**config.mk**
```make
export PLATFORM = sky130hd
export DESIGN_NAME = regfile_access_ctrl
export DESIGN_NICKNAME = d
export VERILOG_FILES = /design/src/rtl/regfile_access_ctrl.sv
export SDC_FILE = /design/constraint.sdc
export NUM_CORES = 1
export LEC_CHECK = 0
export BUFFER_PORTS_ARGS = -buffer_cell sky130_fd_sc_hd__buf_2
export CAP_MARGIN = 20
export CORE_MARGIN = 1.5
export CORE_UTILIZATION = 51
export CTS_BUF_LIST = sky130_fd_sc_hd__clkbuf_2
export CTS_CLUSTER_SIZE = 12
export DETAILED_ROUTE_END_ITERATION = 10
export GPL_TIMING_DRIVEN = 1
export MAX_ROUTING_LAYER = met4
export PLACE_DENSITY = 0.87
export RECOVER_POWER = 100
export SYNTH_ARGS = -nofsm -noshare
export SYNTH_HDL_FRONTEND = slang
export SYNTH_SLANG_ARGS = --single-unit
```
**constraint.sdc**
```tcl
create_clock -name clk -period 3.5 [get_ports clk]
set_clock_uncertainty 0.05 [all_clocks]
set_input_delay 0.35 -clock clk [delete_from_list [all_inputs] [get_ports clk]]
set_output_delay 0.35 -clock clk [all_outputs]
set_load 0.05 [all_outputs]
```
**src/rtl/regfile_access_ctrl.sv**
```systemverilog
// Issue/writeback initiator for a dual-port register file: busy-bit scoreboard,
// bounded outstanding-destination counter and a valid/ready operand stage.
module regfile_access_ctrl #(
  parameter int unsigned DATA_W  = 16,
  parameter int unsigned ID_W    = 4,
  parameter int unsigned MAX_OUT = 4
) (
  input  logic              clk,
  input  logic              reset,
  // issue side
  input  logic              iss_valid,
  output logic              iss_ready,
  input  logic [ID_W-1:0]   iss_src1,
  input  logic [ID_W-1:0]   iss_src2,
  input  logic              iss_use_src2,
  input  logic [ID_W-1:0]   iss_dst,
  // operand side
  output logic              op_valid,
  input  logic              op_ready,
  output logic [DATA_W-1:0] op_a,
  output logic [DATA_W-1:0] op_b,
  output logic [ID_W-1:0]   op_dst,
  // result side
  input  logic              res_valid,
  output logic              res_ready,
  input  logic [ID_W-1:0]   res_dst,
  input  logic [DATA_W-1:0] res_data,
  // register file
  output logic              rf_rd1,
  output logic              rf_wn1,
  output logic              rf_rd2,
  output logic              rf_wn2,
  output logic [ID_W-1:0]   rf_id1,
  output logic [ID_W-1:0]   rf_id2,
  output logic [DATA_W-1:0] rf_wdata1,
  output logic [DATA_W-1:0] rf_wdata2,
  input  logic [DATA_W-1:0] rf_rdata1,
  input  logic [DATA_W-1:0] rf_rdata2
);

  localparam int unsigned NREG  = 1 << ID_W;
  localparam int unsigned CNT_W = $clog2(MAX_OUT + 1);

  localparam logic [1:0] ST_IDLE    = 2'd0;
  localparam logic [1:0] ST_READ    = 2'd1;
  localparam logic [1:0] ST_PRESENT = 2'd2;

  logic [1:0]        state_q,    state_d;
  logic [NREG-1:0]   busy_q,     busy_d;
  logic [CNT_W-1:0]  out_cnt_q,  out_cnt_d;
  logic [ID_W-1:0]   src1_q,     src1_d;
  logic [ID_W-1:0]   src2_q,     src2_d;
  logic              use2_q,     use2_d;
  logic [ID_W-1:0]   dst_q,      dst_d;
  logic              op_valid_q, op_valid_d;
  logic [DATA_W-1:0] op_a_q,     op_a_d;
  logic [DATA_W-1:0] op_b_q,     op_b_d;
  logic [ID_W-1:0]   op_dst_q,   op_dst_d;

  logic hazard;
  logic iss_fire;
  logic res_fire;
  logic cnt_dec;

  assign op_valid = op_valid_q;
  assign op_a     = op_a_q;
  assign op_b     = op_b_q;
  assign op_dst   = op_dst_q;

  // Next-state, scoreboard and register-file strobe logic
  always_comb begin
    state_d    = state_q;
    busy_d     = busy_q;
    out_cnt_d  = out_cnt_q;
    src1_d     = src1_q;
    src2_d     = src2_q;
    use2_d     = use2_q;
    dst_d      = dst_q;
    op_valid_d = op_valid_q;
    op_a_d     = op_a_q;
    op_b_d     = op_b_q;
    op_dst_d   = op_dst_q;
    iss_ready  = 1'b0;
    iss_fire   = 1'b0;
    res_ready  = (state_q != ST_READ);
    res_fire   = 1'b0;
    cnt_dec    = 1'b0;
    rf_rd1     = 1'b0;
    rf_wn1     = 1'b0;
    rf_rd2     = 1'b0;
    rf_wn2     = 1'b0;
    rf_id1     = '0;
    rf_id2     = '0;
    rf_wdata1  = '0;
    rf_wdata2  = '0;

    hazard = busy_q[iss_src1] | (iss_use_src2 & busy_q[iss_src2]) | busy_q[iss_dst];

    case (state_q)
      ST_IDLE: begin
        iss_ready = ~hazard & (out_cnt_q < CNT_W'(MAX_OUT));
        if (iss_valid && iss_ready) begin
          iss_fire = 1'b1;
          src1_d   = iss_src1;
          src2_d   = iss_src2;
          use2_d   = iss_use_src2;
          dst_d    = iss_dst;
          state_d  = ST_READ;
        end
      end
      ST_READ: begin
        rf_rd1     = 1'b1;
        rf_id1     = src1_q;
        rf_rd2     = use2_q;
        rf_id2     = src2_q;
        op_a_d     = rf_rdata1;
        op_b_d     = use2_q ? rf_rdata2 : DATA_W'(0);
        op_dst_d   = dst_q;
        op_valid_d = 1'b1;
        state_d    = ST_PRESENT;
      end
      ST_PRESENT: begin
        if (op_ready) begin
          op_valid_d = 1'b0;
          state_d    = ST_IDLE;
        end
      end
      default: begin
        op_valid_d = 1'b0;
        state_d    = ST_IDLE;
      end
    endcase

    // Port 2 is free for writeback whenever the FSM is not reading operands
    if (res_valid && res_ready) begin
      res_fire  = 1'b1;
      rf_rd2    = 1'b0;
      rf_wn2    = 1'b1;
      rf_id2    = res_dst;
      rf_wdata2 = res_data;
    end

    // Set before clear so a coincident clear on the same bit wins
    if (iss_fire) busy_d[iss_dst] = 1'b1;
    if (res_fire) begin
      cnt_dec         = busy_q[res_dst];
      busy_d[res_dst] = 1'b0;
    end

    out_cnt_d = out_cnt_q + CNT_W'(iss_fire) - CNT_W'(cnt_dec);
  end

  always_ff @(posedge clk or negedge reset) begin
    if (!reset) begin
      state_q    <= ST_IDLE;
      busy_q     <= '0;
      out_cnt_q  <= '0;
      src1_q     <= '0;
      src2_q     <= '0;
      use2_q     <= 1'b0;
      dst_q      <= '0;
      op_valid_q <= 1'b0;
      op_a_q     <= '0;
      op_b_q     <= '0;
      op_dst_q   <= '0;
    end else begin
      state_q    <= state_d;
      busy_q     <= busy_d;
      out_cnt_q  <= out_cnt_d;
      src1_q     <= src1_d;
      src2_q     <= src2_d;
      use2_q     <= use2_d;
      dst_q      <= dst_d;
      op_valid_q <= op_valid_d;
      op_a_q     <= op_a_d;
      op_b_q     <= op_b_d;
      op_dst_q   <= op_dst_d;
    end
  end

endmodule
```
==> After elaboration in Yosys (flattened, before gate mapping) <==
Index checks and enable logic that the tools add are counted.
{ "classes": {"bitwise_logic": 9, "order_cmp": 7, "eq_ne": 5, "n_addsub": 2, "reduce_logical": 8, "n_mux": 32} }
{ "op_table": {"columns": ["operator", "n"], "rows": [
  ["two-way mux 16 bit", 4],
  ["< comparator 4 x 5 -> 1 bit, second input constant", 4],
  ["bitwise AND 16 bit", 1],
  ["binary-select mux 1 bit (select 4 bit)", 4],
  ["NOT 16 bit", 1],
  ["bitwise OR 16 bit", 1],
  ["two-way mux 1 bit", 15],
  ["two-way mux 4 bit", 3],
  ["demux 1 bit (select 4 bit)", 2],
  ["greater-or-equal comparator 4 x 1 -> 1 bit, second input constant", 2],
  ["case mux 2 bit (3 select lines)", 1],
  ["AND reduction 2 bit", 3],
  ["logical AND 1 bit", 4],
  ["two-way mux 2 bit", 2],
  ["inequality test 2 bit, second input constant", 2],
  ["adder 3 x 1 -> 3 bit", 1],
  ["< comparator 3 bit, second input constant", 1],
  ["case mux 1 bit (3 select lines)", 1],
  ["subtractor 3 x 1 -> 3 bit", 1],
  ["bitwise AND 1 bit", 2],
  ["equality test 2 x 1 -> 1 bit, second input constant", 1],
  ["equality test 2 bit, second input constant", 1],
  ["logical NOT 2 bit", 1],
  ["inequality test 2 x 1 -> 1 bit, second input constant", 1],
  ["other kinds (2)", 4]
]} }
{ "word_totals": {"regBits": 71, "output_inout_bits": 83, "inputBits": 70} }

==> Depth between registers and ports, before layout <==
Gate-level depths: netlist (run 1).
{ "depth": {"depth_word": 13, "depth_mapped": 14, "depth_no_buf": 12} }

==> Worst setup path after synthesis (run 1) <==
Ideal clock, no wire load.
{ "synth_path": {"path_type": "input -> register", "start": "input port iss_dst[0]", "end": "register out_cnt_q[2]", "t_arrival_ps": 3000, "setup_time_ps": 123, "path_buffers": 2, "setup_slack_ps": 328, "path_stages": 13, "path_cell_list": "buf_2 -> mux4_2 -> nor3b_1 -> a31oi_1 -> nand4_4 -> buf_8 -> ha_1 -> inv_1 -> ha_1 -> inv_1 -> fa_1 -> xnor2_1 -> xnor2_1"} }
{ "synth_between": {"elab_chain_cells": 10} }
{ "synth_rtl": {"columns": ["element", "line", "rtl"], "rows": [
  ["from (decl)", "16", "input logic [ID_W-1:0] iss_dst,"],
  ["binary-select mux 1 bit (select 4 bit)", "97", "hazard = busy_q[iss_src1] | (iss_use_src2 & busy_q[iss_src2]) | busy_q[iss_dst];"],
  ["two-way mux 1 bit (not written as such)", "97", null],
  ["bitwise OR 1 bit", "97", null],
  ["NOT 1 bit", "101", "iss_ready = ~hazard & (out_cnt_q < CNT_W'(MAX_OUT));"],
  ["bitwise AND 1 bit", "101", null],
  ["logical AND 1 bit", "102", "if (iss_valid && iss_ready) begin"],
  ["two-way mux 1 bit", "102", null],
  ["two-way mux 1 bit", "99", "case (state_q)"],
  ["adder 3 x 1 -> 3 bit", "150", "out_cnt_d = out_cnt_q + CNT_W'(iss_fire) - CNT_W'(cnt_dec);"],
  ["subtractor 3 x 1 -> 3 bit", "150", null],
  ["via out_cnt_d[2]", "50", "logic [CNT_W-1:0] out_cnt_q, out_cnt_d;"],
  ["to (signal assigned)", "169", "out_cnt_q <= out_cnt_d;"],
  ["to (decl)", "50", null]
]} }
The timed path passes the listed nets, and every way through them passes these cells. The select of a mux whose other input is x is not followed.
A chain may end at the register's enable or synchronous reset.

==> Final worst setup path (run 1) <==
{ "layout_path": {"start": "register busy_q[11]", "end": "output port iss_ready"} }
{ "layout_between": {"elab_chain_cells": 8, "elab_cells_between_ends": 12, "cone_classes": "7 x mux; 5 x bitwise"} }
{ "layout_rtl": {"columns": ["element", "line", "rtl"], "rows": [
  ["from (decl)", "49", "logic [NREG-1:0] busy_q, busy_d;"],
  ["from (signal assigned)", "168", "busy_q <= busy_d;"],
  ["binary-select mux 1 bit (select 4 bit)", "97", null],
  ["two-way mux 1 bit (not written as such)", "97", null],
  ["bitwise AND 1 bit", "97", null],
  ["bitwise OR 1 bit", "97", null],
  ["bitwise OR 1 bit *", "97", null],
  ["NOT 1 bit *", "101", null],
  ["bitwise AND 1 bit *", "101", null],
  ["two-way mux 1 bit *", "99", null],
  ["to (decl)", "12", "output logic iss_ready,"]
]} }
Every way passes the cells marked *; elsewhere a longest branch is shown, timed or not. The select of a mux whose other input is x is not followed.

==> results of run 1 <==
[worst register-to-register path, delay by kind of cell, from the launching register on]
| family | cells | cell delay (ps) |
|---|---|---|
| mux | 1 | 500 |
| fa+ha+maj | 3 | 810 |
| compound gates | 1 | 430 |
| flops | 1 | 510 |
| buf+inv | 2 | 110 |
| xor+xnor | 2 | 330 |
| simple gates | 2 | 310 |
[cell type report]
type	instances	share of cell area [%]
flip-flops and latches	71	36.2
inverters	9	0.687
clock buffers	10	1.02
clock inverters	6	1.88
well taps	99	2.52
repair buffers	174	19.8
multi-input cells	299	38.0
[worst max-delay path by stage]
stage / endpoint / depth (start not counted)
after floorplan: out_cnt_q[2]$_DFF_PN0_ / 13
after global placement: out_cnt_q[2]$_DFF_PN0_ / 13
after detailed placement: out_cnt_q[2]$_DFF_PN0_ / 13
after CTS: iss_ready / 8
after global routing: iss_ready / 8
final: iss_ready / 8
[repair_timing]
item | CTS | global route
gates resized for setup | 0 | 1
endpoints found under the hold margin | 62 | 4
endpoints found under the setup margin | 0 | 1
hold buffers | 29 | 4
setup buffers | 0 | 0
[cells in the final DEF, fill, tap and decap left out, drive strengths merged, types with 2 or more instances in the layout]
cell	n
conb	17
mux4	13
nor2	14
a31oi	5
nor3b	3
nand3b	5
mux2i	5
mux2	19
nand2	108
nand2b	5
clkbuf	75
a41oi	2
nor3	10
o22ai	2
dfrtp	71
bufinv	2
buf	76
inv	10
clkinvlp	2
and3	16
nand3	22
a21oi	13
and2	6
nor4	3
dlygate4sd3	33
o21ai	17
xnor2	2
ha	2
nand4	2
[flip-flops by register name, indices dropped and copies added, names as in the netlist]
register,flops
busy_q,16
op_a,16
op_b,16
dst_q,4
op_dst,4
src1_q,4
src2_q,4
out_cnt_q,3
state_q,2
op_valid,1
use2_q,1
[power by group]
group	total, W	internal [W]	switching (W)	leakage (nW)
sequential	0.00155	0.00120	0.000350	0.897
clock	0.000566	0.000244	0.000322	0.0792
combinational	0.00237	0.000630	0.00174	1.45
[per-layer routing]
| layer | routed length, um | part of all wire, % | GRT usage, % | up-vias |
|---|---|---|---|---|
| met2 | 6030 | 48 | 52.0 | 259 |
| met4 | 522 | 4.2 | 13.4 | 0 |
| met1 | 4710 | 38 | 37.3 | 1783 |
| met3 | 1260 | 10 | 7.32 | 52 |
| li1 | - | - | - | 1676 |
| met5 | 0 | 0 | - | - |
[stage by stage]
stage	cell area (um2)	setup slack, ps
floorplan	3940	328
global placement	4560	413
detailed placement	4560	269
CTS	5000	170
global route	4910	47.0
finish	4910	233
[cells by family after synthesis]
family                   after synthesis  synth area share [%]
AND/OR/NAND/NOR                      198                  24.3
flip-flops                            71                  45.8
buffers and inverters                 50                  7.03
AO/OA/AOI/OAI                         42                  6.09
multiplexers                          37                  15.1
adder cells (fa/ha/maj)                3                  1.16
XOR/XNOR                               2                 0.451
other                                  1                0.0966
==> parameters.txt, run 1 <==
Parameter                              Value

Critical path
  Reg-to-reg critical path endpoint    out_cnt_q[2]$_DFF_PN0_
  Start point of the critical path    busy_q[11]$_DFF_PN0_
  Number of cell instances on the worst register-to-register path    11
  Launching point of the worst reg2reg path    busy_q[3]$_DFF_PN0_
  Highest net fanout along the worst path    11
  Worst reg2reg setup slack    400 ps
  Worst-path cell chain    mux2i_1, o32ai_1, or4_1, nor4_4, buf_4, nand3_2, inv_1, buf_2
  Buf+Inv Stages, Crit Path    3
  Worst Setup End Kind    output pin
  Critical Path Max Stage Delay    490 ps
  CP required    3100 ps
  Worst endpoint data arrival time    2870 ps
  Startpoint Class    flip-flop
  Critical Setup Path Class    reg2out
  Top Family by Delay on Critical Path    simple AND/OR/NAND/NOR gates
  Highest-delay cell along the critical path    dfrtp_1

Timing
  RSZ-0062 raised after global routing    no
  Endpoints failing setup    0
  Total Negative Setup Slacks    0 ps
  Final hold violations    0
  Max-slew violation total from the final report    36
  Hold slack    6.53 ps
  Achievable Freq    0.306 GHz
  Final worst path period share    93.4%
  Minimum period implied by the final worst setup slack    3270 ps
  Slew at the pin closest to its max-slew limit    1770 ps
  Relative slew slack    -18.2%

Cells and area
  Final cell count without fillers    668
  Area Overhead vs Synth    26.6%
  Fillers    580
  Net count reported at finish    637
  Total area of sequential cells    0.00178 mm2
  Area of the multi-input gates    0.00187 mm2
  Layout cell share with drive strength beyond 1    22.5%
  Antenna fix cells    0
  Share of the core filled with cells in the final layout    67.4%

Clock tree
  Sinks on Clock Net    71
  Clock slew seen by the registers of the worst setup and hold paths    200 ps
  CTS Buf Count    9
  Clock tree from TritonCTS    done
  Root cell of the clock tree    clkbuf_2
  Later-pin clock latency in the skew report    550 ps
  CTS Buffer Depth    2
  Number of H-tree branching levels    3

Die
  Horiz. Die Dim    90.3 um
  Core footprint    0.00729 mm2
  Number of top-level design ports    153
  Overall die area    0.00815 mm2
  Initial Utilization    53.2%
  Num rows    31
  Height of the die    90.3 um

Min path
  Worst min-delay path startpoint    op_ready
  Number of instances on the worst hold path    4
  Hold Crit Endpoint    state_q[1]$_DFFE_PN0P_
  Class of the most critical hold timing path    in2reg

Routing
  Post-detailed-route count of antenna-violating nets    0
  Number of detailed-routing iterations run before antenna repair    5
  Number of vias in the routed layout    3,770
  Detailed router's first-iteration violation count    246
  DR DRC count    0
  Routed wirelength normalized by instance count    18.7 um
  Final wirelength    12,500 um
  Post-detailed-route via-to-cell ratio    5.64

Yosys
  Number of distinct library cells after synthesis    42
  Summed instance area of the synthesized netlist    0.00388 mm2
  Cell types with the highest counts after synthesis    nand2_1 (108), dfrtp_1 (71), nand3_1 (22)
  Syn Area/Cell    9.61 um2
  Ys async rst share    100%
  Total of flip-flops plus latches after synthesis    71
  Area share of the leading cell type in the synthesized netlist    45.8%
  Gate count after technology mapping    404
  Count of flip-flops with a built-in enable after synthesis    0
  Largest area contributor in the synthesized netlist    dfrtp_1
  Dominant synthesized flop cell    dfrtp_1
  Leading cell types by total area after synthesis    dfrtp_1 (46%), nand2_1 (10%), mux4_2 (7.5%)
  Synth warn    0
  Top-count cell post-synth    nand2_1
  Portion of the post-synthesis area used by sequential elements    45.8%

Status
  Result of the run    finished with violations
  Failing checks    capacitance limit, slew limit

Job
  Total of max-cap violations    1

Pwr
  Leak pwr    2.43 nW
  Power Dens Cells    913 mW/mm2
  Max IR drop VDD    432 uV
  Total power of the final layout    0.00449 W

Global route
  Global-route wire length before repair    19,500 um
  Aggregate global-route resource usage    31.6%
  Pin count of the biggest net entering global routing    41
  Via count of the first global-routing pass    3,761
  Global route total overflow    0
  Number of antenna violations at the first check in global routing    0

Placed design
  Half-perimeter wire length of the detailed placement result    8010 um
  Count of buffers inserted at the top-level ports    135
  Routability-driven placement congestion ratio    0.983
  Count of placed standard cells including taps    619
No activity file was read; power rests on OpenSTA's default activity.
==> run 2: changes to the inputs <==
--- a/config.mk
+++ b/config.mk
@@ -10,7 +10,7 @@
 export CORE_MARGIN = 1.5
 export CORE_UTILIZATION = 51
 export CTS_BUF_LIST = sky130_fd_sc_hd__clkbuf_2
-export CTS_CLUSTER_SIZE = 12
+export CTS_CLUSTER_SIZE = 16
 export DETAILED_ROUTE_END_ITERATION = 10
 export GPL_TIMING_DRIVEN = 1
 export MAX_ROUTING_LAYER = met4
==> constraint.sdc (replaced) <==
create_clock -name clk -period 3.2 [get_ports clk]
set_clock_uncertainty 0.05 [all_clocks]
set_input_delay 0.32 -clock clk [delete_from_list [all_inputs] [get_ports clk]]
set_output_delay 0.32 -clock clk [all_outputs]
set_load 0.05 [all_outputs]
==> run 2 against run 1 <==
The flow now finishes without violations. Register-to-register slack got worse by 250 ps. Largest power group unchanged. Combinational power increased by 16%. Final cell count is 2.4% higher. Global-route usage rose by 2.3 points. Non-clock buffer count grew 16. Hold slack improved by 53 ps. Clock-buffer cell count unchanged. Via count is 3.4% higher. First-iteration DRC count rose by 23%. Worst setup slack worse by 80 ps. Largest cell class unchanged.
==> parameters.txt, run 2 (same netlist as run 1, synthesis figures left out) <==
Parameter                              Value

Critical path
  Critical Setup Path Class    reg2out
  Highest net fanout along the worst path    7 (-4)
  Buf+Inv Stages, Crit Path    3 (unchanged)
  Highest-delay cell along the critical path    dfrtp_1
  Worst-path cell chain    mux4_2, nor2_1, nor3_1, nor4_4, buf_6, nand3_2, inv_1, buf_4
  Top Family by Delay on Critical Path    simple AND/OR/NAND/NOR gates
  Startpoint Class    flip-flop
  Critical Path Max Stage Delay    490 ps (about the same)
  Worst endpoint data arrival time    2680 ps (-190 ps)
  Worst Setup End Kind    output pin
  CP required    2830 ps (-270 ps)

Clock tree
  Root cell of the clock tree    clkbuf_2
  Clock slew seen by the registers of the worst setup and hold paths    200 ps (about the same)
  Sinks on Clock Net    71 (unchanged)
  Clock tree from TritonCTS    done
  Later-pin clock latency in the skew report    530 ps (-20 ps)
  CTS Buffer Depth    2 (unchanged)
  CTS Buf Count    9 (unchanged)
  Number of H-tree branching levels    3 (unchanged)

Global route
  Via count of the first global-routing pass    3,895 (+3.6%)
  Global-route wire length before repair    20,700 um (+6.3%)
  Global route total overflow    0 (unchanged)
  Aggregate global-route resource usage    33.9% (+2.3 points)
  Number of antenna violations at the first check in global routing    0 (unchanged)
  Pin count of the biggest net entering global routing    39 (-4.9%)

Pwr
  Combinational Power Share    55.3% (+2.4 points)
  Net switching fraction of the power    53.7% (-0.22 points)
  Clock Power Share    10.9% (-1.7 points)
  Switching Power    0.00268 W (+11%)
  Leak pwr    2.60 nW (+7.2%)
  Max IR drop VDD    377 uV (-13%)
  Internal Pwr Total    0.00231 W (+12%)
  Power Dens Cells    980 mW/mm2 (+7.3%)
  Flop pwr share    33.8% (-0.7 points)

Placed design
  Routability-driven placement congestion ratio    0.963 (-2.0%)
  Half-perimeter wire length of the detailed placement result    8120 um (+1.3%)
  Count of buffers inserted at the top-level ports    135 (unchanged)
  Placed cell areas    0.00460 mm2 (+0.71%)

Die
  Overall die area    0.00815 mm2 (unchanged)
  Height of the die    90.3 um (unchanged)
  Horiz. Die Dim    90.3 um (unchanged)
  Num rows    31 (unchanged)
  Initial Utilization    53.2% (unchanged)
  Core footprint    0.00729 mm2 (unchanged)
  Number of top-level design ports    153 (unchanged)

Timing
  Achievable Freq    0.328 GHz
  Slew at the pin closest to its max-slew limit    1480 ps (-293 ps)
  Hold slack    59.2 ps (+52.6 ps)
  Minimum period implied by the final worst setup slack    3050 ps
  Final hold violations    0 (unchanged)
  Final worst path period share    95.2%
  Endpoints failing setup    0 (unchanged)
  Relative slew slack    1.34% (+20 points)
  Max-slew violation total from the final report    0 (-100%)

Cells and area
  Antenna fix cells    0 (unchanged)
  Layout cell share with drive strength beyond 1    28.9% (+6.4 points)
  Fillers    535 (-7.8%)
  Commonest cells after routing, fill and taps aside    nand2_1 (108), buf_2 (96), dfrtp_1 (67)
  Most common library cell in the layout ignoring fill and taps    nand2_1
  Net count reported at finish    653 (+2.5%)
  Area Overhead vs Synth    31.2%
  Post-route cell area    0.00509 mm2 (+3.6%)
  Share of the core filled with cells in the final layout    69.9% (+2.5 points)

Routing
  Post-detailed-route via-to-cell ratio    5.70 (+0.98%)
  Detailed router's first-iteration violation count    303 (+23%)
  DR DRC count    0 (unchanged)
  Number of vias in the routed layout    3,898 (+3.4%)
  Number of detailed-routing iterations run before antenna repair    5 (unchanged)
  Post-detailed-route count of antenna-violating nets    0 (unchanged)
  Final wirelength    13,000 um (+3.7%)
  Routed wirelength normalized by instance count    19.0 um (+1.3%)

Status
  Result of the run    finished, final reports clean

Job
  Total of max-cap violations    0 (-1)

Min path
  Class of the most critical hold timing path    in2reg
run 2: final cells by class:
type	count	area [um2]	share of cell area, %
timing repair buffer	190	1130	22.3
sequential	71	1780	35.0
clock buffer	10	50.0	0.983
tap	99	124	2.43
multi-input combinational	299	1900	37.3
clock inverter	6	68.8	1.35
inverter	9	35.0	0.688
run 2: power groups by stage:
| stage | sequential [W] | combinational [W] | clock, W |
|---|---|---|---|
| floorplan | 0.00231 | 0.00134 | 0 |
| global placement | 0.00166 | 0.00260 | 0 |
| detailed placement | 0.00166 | 0.00267 | 0 |
| CTS | 0.00164 | 0.00272 | 0.000539 |
| global route | 0.00173 | 0.00291 | 0.000590 |
| finish | 0.00169 | 0.00276 | 0.000543 |
run 2: per-layer routing:
metal / GRT usage, % / part of all wire [%] / vias to the layer above
met3: 9.43 / 10 / 38
li1: - / - / 1704
met2: 54.1 / 50 / 266
met1: 39.7 / 36 / 1890
met5: - / 0 / -
met4: 16.0 / 3.3 / 0
run 2: repair_timing:
| action | 4_1_cts | 5_1_grt |
|---|---|---|
| gates cloned | 0 | 0 |
| endpoints found under the hold margin | 62 | 2 |
| setup endpoints to repair | 7 | 2 |
| hold buffers | 37 | 2 |
| pin swaps | 0 | 1 |
| gates resized for setup | 3 | 5 |
| buffers inserted | 0 | 4 |
run 2: per-stage QoR:
stage          TNS (ps)  power (W)  setup WS, ps  cells
2_1_floorplan         0    0.00364          57.9    420
5_1_grt           -21.5    0.00523         -21.5    684
3_5_place_dp          0    0.00433           127    625
4_1_cts               0    0.00490          17.9    678
3_3_place_gp          0    0.00425           205    625
6_report              0    0.00499           153    684
run 2: path summary, 6_finish.rpt:
path / start / endpoint / slack [ps] / depth (start not counted)
max: busy_q[9]$_DFF_PN0_ / iss_ready / 150 / 8
min: iss_src2[1] / src2_q[1]$_DFFE_PN0N_ / 60 / 2
max reg2reg: busy_q[9]$_DFF_PN0_ / out_cnt_q[2]$_DFF_PN0_ / 150 / 12
min reg2reg: op_a[15]$_DFFE_PN0P_ / op_a[15]$_DFFE_PN0P_ / 450 / 2
max in group asynchronous: reset / op_b[0]$_DFFE_PN0P_ / 640 / 3
min in group asynchronous: reset / src2_q[3]$_DFFE_PN0N_ / 610 / 2
==> run 3: changes to the inputs <==
==> config.mk (replaced) <==
export PLATFORM = sky130hd
export DESIGN_NAME = regfile_access_ctrl
export DESIGN_NICKNAME = d
export VERILOG_FILES = /design/src/rtl/regfile_access_ctrl.sv
export SDC_FILE = /design/constraint.sdc
export NUM_CORES = 1
export LEC_CHECK = 0
export BUFFER_PORTS_ARGS = -buffer_cell sky130_fd_sc_hd__buf_4
export CAP_MARGIN = 20
export CORE_MARGIN = 1.5
export CORE_UTILIZATION = 46
export CTS_BUF_LIST = sky130_fd_sc_hd__clkbuf_2
export CTS_CLUSTER_SIZE = 16
export DETAILED_ROUTE_END_ITERATION = 10
export GPL_TIMING_DRIVEN = 1
export MAX_ROUTING_LAYER = met4
export PLACE_DENSITY = 0.83
export RECOVER_POWER = 100
export SLEW_MARGIN = 20
export SYNTH_ARGS = -nofsm -noshare
export SYNTH_HDL_FRONTEND = slang
export SYNTH_SLANG_ARGS = --single-unit
==> constraint.sdc (replaced) <==
create_clock -name clk -period 2.6 [get_ports clk]
set_clock_uncertainty 0.05 [all_clocks]
set_input_delay 0.26 -clock clk [delete_from_list [all_inputs] [get_ports clk]]
set_output_delay 0.26 -clock clk [all_outputs]
set_load 0.05 [all_outputs]
==> run 3 against run 2 <==
The run now ends with capacitance limit, slew limit, setup timing left. Die area up 11%. First-iteration DRC count down 18%. Via count down 2.5%. Utilization down 0.83 points. Routed wire length down 4.0%. Worst setup slack worse by 460 ps. Clock power up 38%. Total power up 31%. Non-clock buffer count up 24. Global-route usage down 5.7 points. Clock-buffer cell count unchanged. Critical path depth up 4. Critical path type is now reg2reg. Critical endpoint is now out_cnt_q[2]$_DFF_PN0_. Largest power group unchanged.
==> parameters.txt, run 3 (same netlist as run 1, synthesis figures left out) <==
Parameter                              Value

Routing
  Detailed router's first-iteration violation count    247 (-18%)
  Post-detailed-route count of antenna-violating nets    0 (unchanged)
  Final wirelength    12,500 um (-4.0%)
  Number of detailed-routing iterations run before antenna repair    5 (unchanged)
  DR DRC count    0 (unchanged)
  Post-detailed-route via-to-cell ratio    5.32 (-6.6%)
  Number of vias in the routed layout    3,802 (-2.5%)
  Routed wirelength normalized by instance count    17.5 um (-8.1%)

Pwr
  Clock Power Share    11.5% (+0.6 points)
  Max IR drop VDD    484 uV (+28%)
  Combinational Power Share    57.5% (+2.2 points)
  Flop pwr share    31.0% (-2.8 points)
  Internal Pwr Total    0.00321 W (+39%)
  Net switching fraction of the power    50.7% (-2.9 points)
  Power Dens Cells    1150 mW/mm2 (+18%)
  Switching Power    0.00330 W (+23%)
  Leak pwr    2.82 nW (+8.3%)

Placed design
  Half-perimeter wire length of the detailed placement result    8340 um (+2.8%)
  Routability-driven placement congestion ratio    1.02 (+5.5%)
  Count of placed standard cells including taps    649 (+3.8%)
  Post-placement setup slack    -289 ps (-416 ps)
  Placed cell areas    0.00512 mm2 (+12%)
  Count of buffers inserted at the top-level ports    135 (unchanged)

Cells and area
  Layout cell share with drive strength beyond 1    33.0% (+4.1 points)
  Area Overhead vs Synth    45.3%
  Net count reported at finish    677 (+3.7%)
  Most common library cell in the layout ignoring fill and taps    buf_4
  Commonest cells after routing, fill and taps aside    buf_4 (127), nand2_1 (108), dfrtp_1 (71)
  Final cell count without fillers    714 (+4.4%)
  Antenna fix cells    0 (unchanged)
  Fillers    632 (+18%)
  Post-route cell area    0.00564 mm2 (+11%)

Clock tree
  Sinks on Clock Net    71 (unchanged)
  CTS Buf Count    9 (unchanged)
  Root cell of the clock tree    clkbuf_2
  Clock tree from TritonCTS    done
  Number of H-tree branching levels    3 (unchanged)
  Clock slew seen by the registers of the worst setup and hold paths    220 ps (+20 ps)
  CTS Buffer Depth    2 (unchanged)
  Later-pin clock latency in the skew report    510 ps (-20 ps)

Timing
  Endpoints failing setup    3 (+3)
  Minimum period implied by the final worst setup slack    2910 ps
  Relative slew slack    -16.3% (-18 points)
  Hold slack    80.1 ps (+20.9 ps)
  Smallest setup slack after layout    -311 ps (-464 ps)
  RSZ-0062 raised after global routing    yes
  Final worst path period share    112%
  Achievable Freq    0.344 GHz
  Slew at the pin closest to its max-slew limit    1740 ps (+264 ps)
  Max-slew violation total from the final report    72 (+72)
  Final hold violations    0 (unchanged)

Die
  Number of top-level design ports    153 (unchanged)
  Initial Utilization    47.5% (-5.8 points)
  Overall die area    0.00900 mm2 (+11%)
  Height of the die    94.9 um (+5.1%)
  Num rows    33 (+6.5%)
  Horiz. Die Dim    94.9 um (+5.1%)
  Core footprint    0.00818 mm2 (+12%)

Global route
  Via count of the first global-routing pass    3,682 (-5.5%)
  Number of antenna violations at the first check in global routing    0 (unchanged)
  Global-route wire length before repair    18,400 um (-11%)
  Global route total overflow    0 (unchanged)
  Pin count of the biggest net entering global routing    72 (+85%)
  Aggregate global-route resource usage    28.1% (-5.7 points)

Critical path
  Worst endpoint data arrival time    3290 ps (+610 ps)
  Reg-to-reg critical path endpoint    out_cnt_q[2]$_DFF_PN0_
  Worst Setup End Kind    flip-flop
  Launching point of the worst reg2reg path    busy_q[9]$_DFF_PN0_
  Startpoint Class    flip-flop
  Number of cell instances on the worst register-to-register path    12 (unchanged)
  Highest net fanout along the worst path    4 (-3)
  Critical path endpoint    out_cnt_q[2]$_DFF_PN0_
  CP required    2980 ps (+150 ps)
  Worst reg2reg setup slack    -310 ps (-460 ps)
  Critical Setup Path Class    reg2reg
  Start point of the critical path    busy_q[9]$_DFF_PN0_

Min path
  Class of the most critical hold timing path    in2reg

Job
  Total of max-cap violations    1 (+1)

Status
  Result of the run    finished with violations
  Failing checks    capacitance limit, slew limit, setup timing
-- run 3: cell count changes in the layout (fill, tap and decap cells not counted), sizes merged --
cell         previous run  this run
inv                     9        10
bufinv                  1         2
clkinv                  4         1
dlygate4sd3            39        42
buf                   110       130
clkbuf                 51        52
clkinvlp                1         2
-- run 3: critical path: stages (launching register included) --
cell     delay [ps]
dfrtp_1         470
mux4_2          500
nor2_4          100
nor3_2           60
nor4_4          370
nand4_4         140
ha_4            250
inv_4            50
ha_4            110
inv_2            40
fa_2            370
xnor2_2         190
xnor2_1         140
-- run 3: worst min path at each step --
| stage | from | to | cells past startpoint |
|---|---|---|---|
| 2_1_floorplan | reset | busy_q[0]$_DFF_PN0_ | 0 |
| 3_3_place_gp | reset | op_a[11]$_DFFE_PN0P_ | 1 |
| 3_5_place_dp | reset | op_a[11]$_DFFE_PN0P_ | 1 |
| 4_1_cts | res_dst[1] | busy_q[7]$_DFF_PN0_ | 3 |
| 5_1_grt | res_dst[2] | busy_q[12]$_DFF_PN0_ | 4 |
| 6_report | res_dst[1] | busy_q[7]$_DFF_PN0_ | 3 |
-- run 3: area by class of cell --
class,count,area [um2],area share (%)
sequential,71,1780,31.5
timing repair buffer,214,1580,28.0
clock inverter,6,92.6,1.64
multi-input combinational,299,1970,35.0
clock buffer,10,50.0,0.887
tap,105,131,2.33
inverter,9,37.5,0.665
-- run 3: what timing repair did --
action	in CTS	in global routing
gates resized for setup	7	8
hold endpoints to repair	113	0
pin swaps	1	0
setup endpoints to repair	9	3
hold buffers	42	0
buffers inserted	2	5
-- run 3: stage by stage --
step                      utilization [%]  power [W]  setup TNS, ps
after detailed placement             62.7    0.00575           -491
after floorplan                         -    0.00454           -596
after global placement               62.7    0.00566           -309
after global routing                 69.0    0.00683          -1020
final                                69.0    0.00651           -673
after CTS                            70.1    0.00659           -695
-- run 3: power by group through the flow --
stage	Clock, W	Combinational [W]	Sequential (W)
after CTS	0.000765	0.00382	0.00200
after floorplan	0	0.00169	0.00284
after global placement	0	0.00366	0.00201
after global routing	0.000794	0.00397	0.00207
final	0.000751	0.00375	0.00202
after detailed placement	0	0.00372	0.00203
-- run 3: layer usage --
metal | part of all wire [%] | global-route usage (%) | wire length [um] | vias up
li1 | - | - | - | 1756
met1 | 39 | 34.0 | 4860 | 1819
met2 | 51 | 46.8 | 6350 | 201
met3 | 7.8 | 5.31 | 971 | 26
met4 | 2.3 | 10.3 | 284 | 0
met5 | 0 | - | 0 | -
